**config.mk**
```make
export PLATFORM = sky130hd
export DESIGN_NAME = operand_fetch
export DESIGN_NICKNAME = d
export VERILOG_FILES = /design/src/rtl/operand_fetch_pkg.sv /design/src/rtl/operand_fetch_reg_scoreboard.sv /design/src/rtl/operand_fetch.sv
export SDC_FILE = /design/constraint.sdc
export NUM_CORES = 1
export LEC_CHECK = 0
export CAP_MARGIN = 10
export CELL_PAD_IN_SITES_DETAIL_PLACEMENT = 0
export CELL_PAD_IN_SITES_GLOBAL_PLACEMENT = 2
export CORE_MARGIN = 4
export CORE_UTILIZATION = 28
export DETAILED_ROUTE_END_ITERATION = 8
export HOLD_SLACK_MARGIN = 0.15
export PLACE_DENSITY_LB_ADDON = 0.1
export SETUP_SLACK_MARGIN = 0.15
export SYNTH_ARGS = -nofsm -noshare
export SYNTH_HDL_FRONTEND = slang
export SYNTH_SLANG_ARGS = --single-unit
```
**constraint.sdc**
```tcl
create_clock -name clk -period 8.35 [get_ports clk]
set_input_delay 2.505 -clock clk [delete_from_list [all_inputs] [get_ports clk]]
set_output_delay 2.505 -clock clk [all_outputs]
set_load 0.02 [all_outputs]
```
**src/rtl/operand_fetch_pkg.sv**
```systemverilog
// operand_fetch_pkg: shared register-address width, zero-register constant and operand source select
package operand_fetch_pkg;
  localparam int ADDR_W = $clog2(32);
  localparam int ZERO_REG = 0;
  typedef enum logic [1:0] {SRC_ZERO, SRC_WB, SRC_RF} src_sel_t;
endpackage

```
**src/rtl/operand_fetch_reg_scoreboard.sv**
```systemverilog
// reg_scoreboard: per-register busy bits with one set, two clears and three lookups
module reg_scoreboard #(
  parameter int DEPTH = 32,
  parameter int ADDR = $clog2(DEPTH)
) (
  input  logic            clk,
  input  logic            reset,
  input  logic            set_en,
  input  logic [ADDR-1:0] set_reg,
  input  logic            clr_en,
  input  logic [ADDR-1:0] clr_reg,
  input  logic            kill_en,
  input  logic [ADDR-1:0] kill_reg,
  input  logic [ADDR-1:0] rs1,
  input  logic [ADDR-1:0] rs2,
  input  logic [ADDR-1:0] rd,
  output logic            busy_rs1,
  output logic            busy_rs2,
  output logic            busy_rd
);
  logic [DEPTH-1:0] busy, set_v, clr_v;
  always_comb begin
    set_v = set_en ? (DEPTH'(1) << set_reg) : '0;
    clr_v = (clr_en ? (DEPTH'(1) << clr_reg) : '0) | (kill_en ? (DEPTH'(1) << kill_reg) : '0);
  end
  always_ff @(posedge clk)
    busy <= reset ? '0 : ((busy & ~clr_v) | set_v) & ~DEPTH'(1);
  assign busy_rs1 = busy[rs1];
  assign busy_rs2 = busy[rs2];
  assign busy_rd  = busy[rd];
endmodule

```
**src/rtl/operand_fetch.sv**
```systemverilog
// operand_fetch: issue stage with writeback forwarding, busy scoreboard and registered output
module operand_fetch
  import operand_fetch_pkg::*;
#(
  parameter int WIDTH = 32,
  parameter int DEPTH = 32,
  parameter int PAYLOAD = 32
) (
  input  logic                       clk,
  input  logic                       reset,
  input  logic                       in_valid,
  output logic                       in_ready,
  input  logic [$clog2(DEPTH)-1:0]   in_rs1,
  input  logic [$clog2(DEPTH)-1:0]   in_rs2,
  input  logic [$clog2(DEPTH)-1:0]   in_rd,
  input  logic                       in_wen,
  input  logic [PAYLOAD-1:0]         in_payload,
  output logic [$clog2(DEPTH)-1:0]   rreg1,
  output logic [$clog2(DEPTH)-1:0]   rreg2,
  input  logic [WIDTH-1:0]           rdata1,
  input  logic [WIDTH-1:0]           rdata2,
  input  logic                       wb_enable,
  input  logic [$clog2(DEPTH)-1:0]   wb_reg,
  input  logic [WIDTH-1:0]           wb_data,
  input  logic                       flush,
  output logic                       out_valid,
  input  logic                       out_ready,
  output logic [WIDTH-1:0]           out_op1,
  output logic [WIDTH-1:0]           out_op2,
  output logic [$clog2(DEPTH)-1:0]   out_rd,
  output logic                       out_wen,
  output logic [PAYLOAD-1:0]         out_payload,
  output logic [31:0]                stall_count
);
  localparam int ADDR = $clog2(DEPTH);
  localparam logic [ADDR-1:0] ZR = ADDR'(ZERO_REG);
  logic b1, b2, bd, f1, f2, fd, hz, accept;
  src_sel_t sel1, sel2;
  logic [WIDTH-1:0] op1, op2;
  reg_scoreboard #(.DEPTH(DEPTH), .ADDR(ADDR)) u_sb (
    .clk(clk),
    .reset(reset),
    .set_en(accept && in_wen && in_rd != ZR),
    .set_reg(in_rd),
    .clr_en(wb_enable),
    .clr_reg(wb_reg),
    .kill_en(flush && out_valid && out_wen),
    .kill_reg(out_rd),
    .rs1(in_rs1),
    .rs2(in_rs2),
    .rd(in_rd),
    .busy_rs1(b1),
    .busy_rs2(b2),
    .busy_rd(bd)
  );
  always_comb begin
    rreg1 = in_rs1;
    rreg2 = in_rs2;
    f1 = wb_enable && wb_reg == in_rs1;
    f2 = wb_enable && wb_reg == in_rs2;
    fd = wb_enable && wb_reg == in_rd;
    hz = (in_rs1 != ZR && b1 && !f1) || (in_rs2 != ZR && b2 && !f2) || (in_wen && in_rd != ZR && bd && !fd);
    in_ready = !reset && !flush && !hz && (!out_valid || out_ready);
    accept = in_valid && in_ready;
    sel1 = in_rs1 == ZR ? SRC_ZERO : f1 ? SRC_WB : SRC_RF;
    sel2 = in_rs2 == ZR ? SRC_ZERO : f2 ? SRC_WB : SRC_RF;
    op1 = sel1 == SRC_ZERO ? '0 : sel1 == SRC_WB ? wb_data : rdata1;
    op2 = sel2 == SRC_ZERO ? '0 : sel2 == SRC_WB ? wb_data : rdata2;
  end
  always_ff @(posedge clk) begin
    if (reset) begin
      out_valid <= 1'b0;
      out_op1 <= '0;
      out_op2 <= '0;
      out_rd <= '0;
      out_wen <= 1'b0;
      out_payload <= '0;
      stall_count <= '0;
    end else begin
      if (accept) begin
        out_valid <= 1'b1;
        out_op1 <= op1;
        out_op2 <= op2;
        out_rd <= in_rd;
        out_wen <= in_wen;
        out_payload <= in_payload;
      end else if (flush || out_ready) begin
        out_valid <= 1'b0;
      end
      if (in_valid && !in_ready && stall_count != '1)
        stall_count <= stall_count + 32'd1;
    end
  end
endmodule
```
## After elaboration in Yosys (flattened, before gate mapping)

Cells that the tools add are included.

| operators by class | value |
|---|---|
| $add $sub $neg | 1 |
| order comparisons | 3 |
| equality and inequality tests | 6 |
| shifts and indexed selects | 3 |
| multiplexer cells | 19 |
| bitwise operators | 4 |
| reduce and logical (&&, ||, !) cells | 40 |

Operators by type and width:

| operator | number |
|---|---|
| $mux W32 | 7 |
| $shl A1 B5 Y32 const A | 3 |
| $or A32 B32 Y32 | 2 |
| $add A32 B1 Y32 const B | 1 |
| $and A32 B32 Y32 | 1 |
| $ne A32 B32 Y1 const B | 1 |
| $not A32 Y32 | 1 |
| $logic_and A1 B1 Y1 | 20 |
| $lt A5 B6 Y1 const B | 3 |
| $bmux W1 S5 | 3 |
| $eq A5 B5 Y1 | 3 |
| $reduce_bool A5 Y1 | 3 |
| $logic_not A5 Y1 | 2 |
| $logic_not A1 Y1 | 8 |
| $mux W2 | 4 |
| $mux W1 | 5 |
| $eq A2 B1 Y1 const B | 2 |
| $logic_not A2 Y1 | 2 |
| $logic_or A1 B1 Y1 | 4 |
| $reduce_bool A2 Y1 | 1 |

| word-level totals | value |
|---|---|
| bits in registers | 166 |
| input port bits | 155 |

## Depth between registers and ports, before layout

Gate-level depths: netlist (run 1).

| depth | value |
|---|---|
| word-level depth | 14 |
| gate-level depth with buffers | 12 |
| gate-level depth less buffers | 8 |

## By module

From an unflattened synthesis (run 1), not the netlist that was laid out.

| second synthesis, totals | value |
|---|---|
| cells, all modules | 1016 |
| area total of the unflattened synthesis | 9656.8 um^2 |

By module, submodules not included:

| module | instances | cells each | area an instance (um^2) | sequential area each (um^2) |
|---|---|---|---|---|
| operand_fetch | 1 | 735 | 7215.7 | 2702.6 |
| reg_scoreboard | 1 | 281 | 2441.1 | 620.6 |

## Worst setup path before layout (run 1)

OpenSTA, ideal clock, no wires.

| timing | value |
|---|---|
| kind | input port to output port |
| from | input in_rd[1] |
| to | output in_ready |
| arrival time | 4.294 ns |
| setup slack | 1.551 ns |
| stages | 9 |
| path buffers | 3 |
| cells stage by stage | buf_4 -> mux4_2 -> mux2_2 -> a21oi_1 -> a2111o_1 -> nand4_1 -> inv_2 -> buf_2 -> buf_2 |

| on the way | value |
|---|---|
| word-level cells in the longest chain between the ends | 8 |

Ends and longest elaborated chain:

| item | line | RTL |
|---|---|---|
| start: declaration | operand_fetch.sv:15 | `input logic [$clog2(DEPTH)-1:0] in_rd,` |
| $bmux W1 S5, or another cell as far along | operand_fetch_reg_scoreboard.sv:30 | `assign busy_rd = busy[rd];` |
| $mux W1 (implied by the code), or another cell as far along | operand_fetch_reg_scoreboard.sv:30 |  |
| $logic_and A1 B1 Y1 or $logic_not A1 Y1 (tied branches) | operand_fetch.sv:62 | `hz = (in_rs1 != ZR && b1 && !f1) \|\| (in_rs2 != ZR && b2 && !f2) \|\| (in_wen && in_rd != ZR && bd && !fd);` |
| $logic_and A1 B1 Y1 * | operand_fetch.sv:62 |  |
| $logic_or A1 B1 Y1 * | operand_fetch.sv:62 |  |
| $logic_not A1 Y1 * | operand_fetch.sv:63 | `in_ready = !reset && !flush && !hz && (!out_valid \|\| out_ready);` |
| $logic_and A1 B1 Y1 * (2 in series) | operand_fetch.sv:63 |  |
| end: declaration | operand_fetch.sv:12 | `output logic in_ready,` |

Every way passes the cells marked *; elsewhere a longest branch is shown, timed or not. The select of a mux whose other input is x is not followed.

## Final worst setup path (run 1)

Ends and elaborated chain as after synthesis.

==> results of run 1 <==
-- critical path: stages --
cell and delay (ps):
clkdlybuf4s50_1 790, mux4_2 560, mux2_2 270, a21oi_1 140
a2111o_1 180, nand4_1 220, inv_4 110, clkdlybuf4s50_1 620
-- synth_stat cells (all sizes together), types with 3 or more instances --
library cell / count
nor4: 5
nand3: 101
nand3b: 8
a21oi: 127
inv: 7
mux2: 11
nand2b: 8
and4: 4
o221ai: 31
or3b: 3
nor2: 30
or3: 18
dfxtp: 166
xor2: 8
o21ai: 112
nand4: 17
mux2i: 13
nand2: 36
a22o: 31
o41ai: 6
and2: 4
nor3: 6
mux4: 17
xnor2: 7
and3: 7
or4: 9
a22oi: 35
a211oi: 35
o31ai: 9
clkbuf: 68
buf: 48
nor2b: 50
nor3b: 3
-- how the worst max path moves through the flow --
stage / startpoint / end / cells past startpoint
4_1_cts: in_rd[1] / in_ready / 8
3_3_place_gp: in_rd[1] / in_ready / 8
2_1_floorplan: in_rd[1] / in_ready / 9
6_report: in_rd[1] / in_ready / 8
5_1_grt: in_rs2[0] / in_ready / 8
3_5_place_dp: in_rd[1] / in_ready / 8
-- sequential cells by signal, indices dropped and copies added (netlist names) --
| signal | cells |
|---|---|
| out_op2 | 32 |
| out_payload | 32 |
| out_wen | 1 |
| out_valid | 1 |
| stall_count | 32 |
| out_rd | 5 |
| u_sb.busy | 31 |
| out_op1 | 32 |
-- through the flow --
stage	setup WS, ps	hold slack (ps)
global route	246.6	498.8
floorplan	1551	553.6
finish	444.1	475.6
detailed placement	404.2	465.7
global placement	404.4	460.4
CTS	399.7	478.5
-- area by class of cell --
cell class	count	area, µm²	area share [%]
Clock inverter	14	146.4	1.163
Tap cell	396	495.5	3.936
Inverter	7	28.78	0.2286
Sequential cell	166	3323	26.40
Timing Repair Buffer	317	3129	24.86
Antenna cell	1	2.502	0.01988
Clock buffer	18	439.2	3.488
Multi-Input combinational cell	766	5025	39.91
-- metal layers --
| layer | vias up | part of all wire [%] | global-route usage [%] |
|---|---|---|---|
| met4 | 2 | 1.6 | 5.509 |
| met2 | 295 | 47 | 33.61 |
| li1 | 4428 | - | - |
| met1 | 4434 | 43 | 26.44 |
| met5 | - | 0.032 | 0 |
| met3 | 41 | 8.6 | 7.837 |
-- cell usage in the layout (no fill, tap or decap), drive strengths merged, types with 9 or more instances in the layout --
| cell type | n |
|---|---|
| a211oi | 35 |
| a21oi | 127 |
| a22o | 31 |
| a22oi | 35 |
| buf | 19 |
| clkbuf | 18 |
| clkdlybuf4s50 | 298 |
| dfxtp | 166 |
| inv | 18 |
| mux2 | 11 |
| mux2i | 13 |
| mux4 | 17 |
| nand2 | 36 |
| nand3 | 101 |
| nand4 | 17 |
| nor2 | 30 |
| nor2b | 50 |
| o21ai | 112 |
| o221ai | 31 |
| o31ai | 9 |
| or3 | 18 |
| or4 | 9 |
-- logic make-up (layout without fill, tap and decap cells) --
group	count (synthesis)	after routing	share of synthesized area, %
adder cells (fa/ha/maj)	1	1	0.1411
flip-flops	166	166	37.48
AND/OR/NAND/NOR	314	314	19.51
multiplexers	41	41	7.182
other	0	1	0
buffers and inverters	123	356	6.307
AO/OA/AOI/OAI	395	395	27.90
XOR/XNOR	15	15	1.482
-- report_power, final --
part	leakage [nW]	internal, mW	total (mW)	switching (mW)
clock network	0.287	0.410	0.804	0.395
logic	2.41	0.142	0.309	0.167
registers	1.34	0.807	0.817	0.00979
==> metrics.txt, run 1 <==
status completed; Synth Flop Type dfxtp_1; clock sinks 166; final worst-path cycle share 94.68%; worst-path maximum fanout 9; crit path kind input port to output port; worst hold stages 2; CP Capture Type output port; Yosys reg bits 166; Clk Latency, worst-skew pair 440 ps; CP Data Required Time 5850 ps; Max Root-Sink Buffers 2; Placement Rows 64; post-synthesis sequential area ratio 37.48%; cts bufs inserted 17; FF-to-FF path depth 10; GRT Total Usage 20.88%; Critical Path Source Type input port; TritonRoute pass-1 iters 5; grt ovf 0; synthesized area per cell 8.405 µm²; first-iteration detailed-routing DRC count 532; gp weighted congestion 0.8924; Post-Syn Nets 1,211; wire per inst 22.21 µm; Finished Layout Cells 1,685; Die Y 186.0 µm; Placed Instances 1,652; Post-CTS Resized 0; minimum clock period 7906 ps; max-capacitance violation count 0; Synth area leader dfxtp_1; worst min path class register to register; initial antenna violation count 1; IO Pins 301; final core utilization 40.73%; Hold EP out_op1[25]; ANT nets after route 0; Die X 186.0 µm; total wire length 37,420 µm; YS warnings 0; Layout area overhead 41.98%; slew margin rel. 26.16%; RSZ-0062 raised after global routing no; post-CTS setup buffer count 0; arrival time worst endpoint 5400 ps; Initial Util 28.69%; DIE AREA 0.03458 mm²; HPWL after DPL 25,840 µm; fill cell count 3,102; Core ar. 0.03091 mm²; CTS tree yes; DR DRC count 0; Final Max Tran Viols 0; RR Endpoint out_op2[4]; Leak 4.040 nW; Worst R2R Start u_sb.busy[11]; htree depth 4; maximum clock rate 126.5 MHz; Yosys cell types 53; largest net degree at the start of global routing 95; Via Count 9,200; Post-synth EDFFs 0; ys async rst share 0%; share of cells above drive strength 1 7.376%; Placed Area 0.01200 mm²; FF-to-FF setup slack 4550 ps; final hold vios 0; Clock transition at path regs 70 ps; Post-Layout Inst Area 0.01259 mm²; setup_tns 0 ps; pwr/cell area 153.3 mW/mm²; CTS Root Cell clkbuf_16; Max VDD drop 0.1406 mV; Port Buffers 300; Slew @ Worst Pin 1108 ps; vias in the first global route 8,928; Nets 1,431; Hold-fix buffers, CTS 0; top cell type's share of synthesized area 37.48%; Syn Inst Count 1,055; first-pass GRT wire length 55,720 µm; Hold Crit Start out_op1[25]; Tot Pwr 1.930 mW; routed vias/inst 5.460; Worst Clk Skew 20.51 ps; Setup Viol. Count Final 0; top cells by area, synth dfxtp_1, a21oi_1, o21ai_0, nand3_1, mux4_2; post-synthesis instance area 0.008867 mm²
Power figures use the tool's default switching activity.
==> run 2, diff against run 1 <==
Settings changed: CTS_CLUSTER_SIZE from default to 14.
==> results of run 2 <==
Same layout as run 1: the final DEF is identical, and so are final timing and power.
==> run 3, diff against run 2 <==
Settings changed: SKIP_LAST_GASP from default to 1.
==> results of run 3 <==
Same layout as run 1: the final DEF is identical, and so are final timing and power.
==> variant (flow settings as in run 3) <==
Change the package constant `ZERO_REG` from 0 to 1.
--- a/src/rtl/operand_fetch_pkg.sv
+++ b/src/rtl/operand_fetch_pkg.sv
@@ -1,7 +1,7 @@
 // operand_fetch_pkg: shared register-address width, zero-register constant and operand source select
 package operand_fetch_pkg;
   localparam int ADDR_W = $clog2(32);
-  localparam int ZERO_REG = 0;
+  localparam int ZERO_REG = 1;
   typedef enum logic [1:0] {SRC_ZERO, SRC_WB, SRC_RF} src_sel_t;
 endpackage
 
Formal check against the unedited RTL: not equivalent (Yosys sat finds a counterexample within 4 cycles, from zero or initial values and one cycle with reset high).
==> variant against run 3 <==
  * First-iteration DRC count down 24%
  * Worst setup slack worse by 0.0046 ns
  * Clock skew down 0.0061 ns
  * Final area down 2.5%
  * Sequential cell count did not move
  * Total power is 0.90% lower
  * Synthesized cell count fell by 11%
  * Wire length shrank 10%
  * Synthesized area decreased by 3.7%
  * Critical endpoint unchanged
  * Largest cell class unchanged
  * Largest power group unchanged
  * Highest routed layer is now met4
==> variant: results (changes against run 3) <==
metric	value	unit	change
syn nets	1095		-9.6%
switching part of the total	0.262		-0.0347
Layout clock area frac	0.0476		+0.00111
Crit Reg-Reg Startpoint	u_sb.busy[13]		
routed length on met1	14500	microns	-9.0%
leading cell types by count after synthesis	sky130_fd_sc_hd__dfxtp_1, sky130_fd_sc_hd__nor2_1, sky130_fd_sc_hd__a211oi_1, sky130_fd_sc_hd__a22oi_1, sky130_fd_sc_hd__clkbuf_1		
maximum number of pins on one net before global-route repair	93		-2.1%
xor and xnor fraction of the mapped netlist area	0.0154		+0.000564
static leakage	3.99	nW	-1.3%
worst IR drop on VDD	0.124	mV	-12%
destination of the worst register-to-register timing path	out_op1[12]		
number of DRC markers after the initial detailed-route iteration	405		-24%
total met3 wirelength after detailed routing	1660	microns	-49%
data-path buffer share of cell area in the final layout	0.254		+0.00588
sequential share of the synthesized area	0.389		+0.0143
Pre-Repair DR Iteration Count	4		-1
antenna violations before repair	3		+2
met3 GRT Util	0.0365		-0.0419
vias per inst	5.15		-5.7%
area used by multi-input combinational logic	4730	sq um	-6.0%
global routing met2 resource utilization	0.334		-0.00216
outcome	complete, no violations		
worst-case clock skew	0.0144	ns	-0.00614 ns
number of fill cells in the layout	2984		-3.8%
adder and majority cell fraction of the synthesized area	0.00146		+0.0000537
Non-clock inverters	5		-2
reg-to-reg slack, setup	5.29	ns	+0.74 ns
CP arrival	5.41	ns	about the same
clock tree buffer count of the final layout	22		+4
routed length on met2	16900	microns	-4.3%
worst hold path endpoint	out_payload[8]		
==> variant: changes by cell type after synthesis, sizes merged, moves of 29 or more <==
cell,change
a211oi,+30
a21oi,-103
a22o,-31
a22oi,+29
mux2i,+32
nand3,-74
nor2,+91
o21ai,-60
==> variant: per-stage QoR <==
stage / hold WS, ns / instance area, sq um / cells
after global placement: 0.472 / 11700 / 1548
after detailed placement: 0.478 / 11700 / 1548
after floorplan: 0.481 / 8540 / 939
after global routing: 0.517 / 12300 / 1583
final: 0.492 / 12300 / 1583
after CTS: 0.498 / 12300 / 1580
==> variant: how the worst max path moves through the flow <==
| stage | slack (ns) | endpoint | depth (start not counted) | startpoint |
|---|---|---|---|---|
| floorplan | 1.58 | in_ready | 8 | in_rs1[0] |
| global placement | 0.38 | in_ready | 7 | in_rs1[0] |
| detailed placement | 0.39 | in_ready | 7 | in_rs1[0] |
| CTS | 0.38 | in_ready | 7 | in_rs1[0] |
| global route | 0.27 | in_ready | 7 | in_rs1[0] |
| finish | 0.44 | in_ready | 7 | in_rs1[0] |
==> variant: power by group through the flow <==
stage	clock (mW)	sequential, mW	combinational, mW
final	0.805	0.821	0.288
after global routing	0.864	0.823	0.309
after CTS	0.828	0.821	0.291
after detailed placement	0	0.839	0.290
after global placement	0	0.838	0.290
after floorplan	0	0.859	0.121
==> variant: kinds of logic (layout without fill, tap and decap cells) <==
family / Yosys count / in the layout
adders and majority gates: 1 / 1
and+or+nand+nor: 325 / 325
DFF: 166 / 166
xor gates and xnor gates: 15 / 15
other: 0 / 3
AOI/OAI and AO/OA: 257 / 257
buffers and inverters: 100 / 351
muxes: 75 / 75
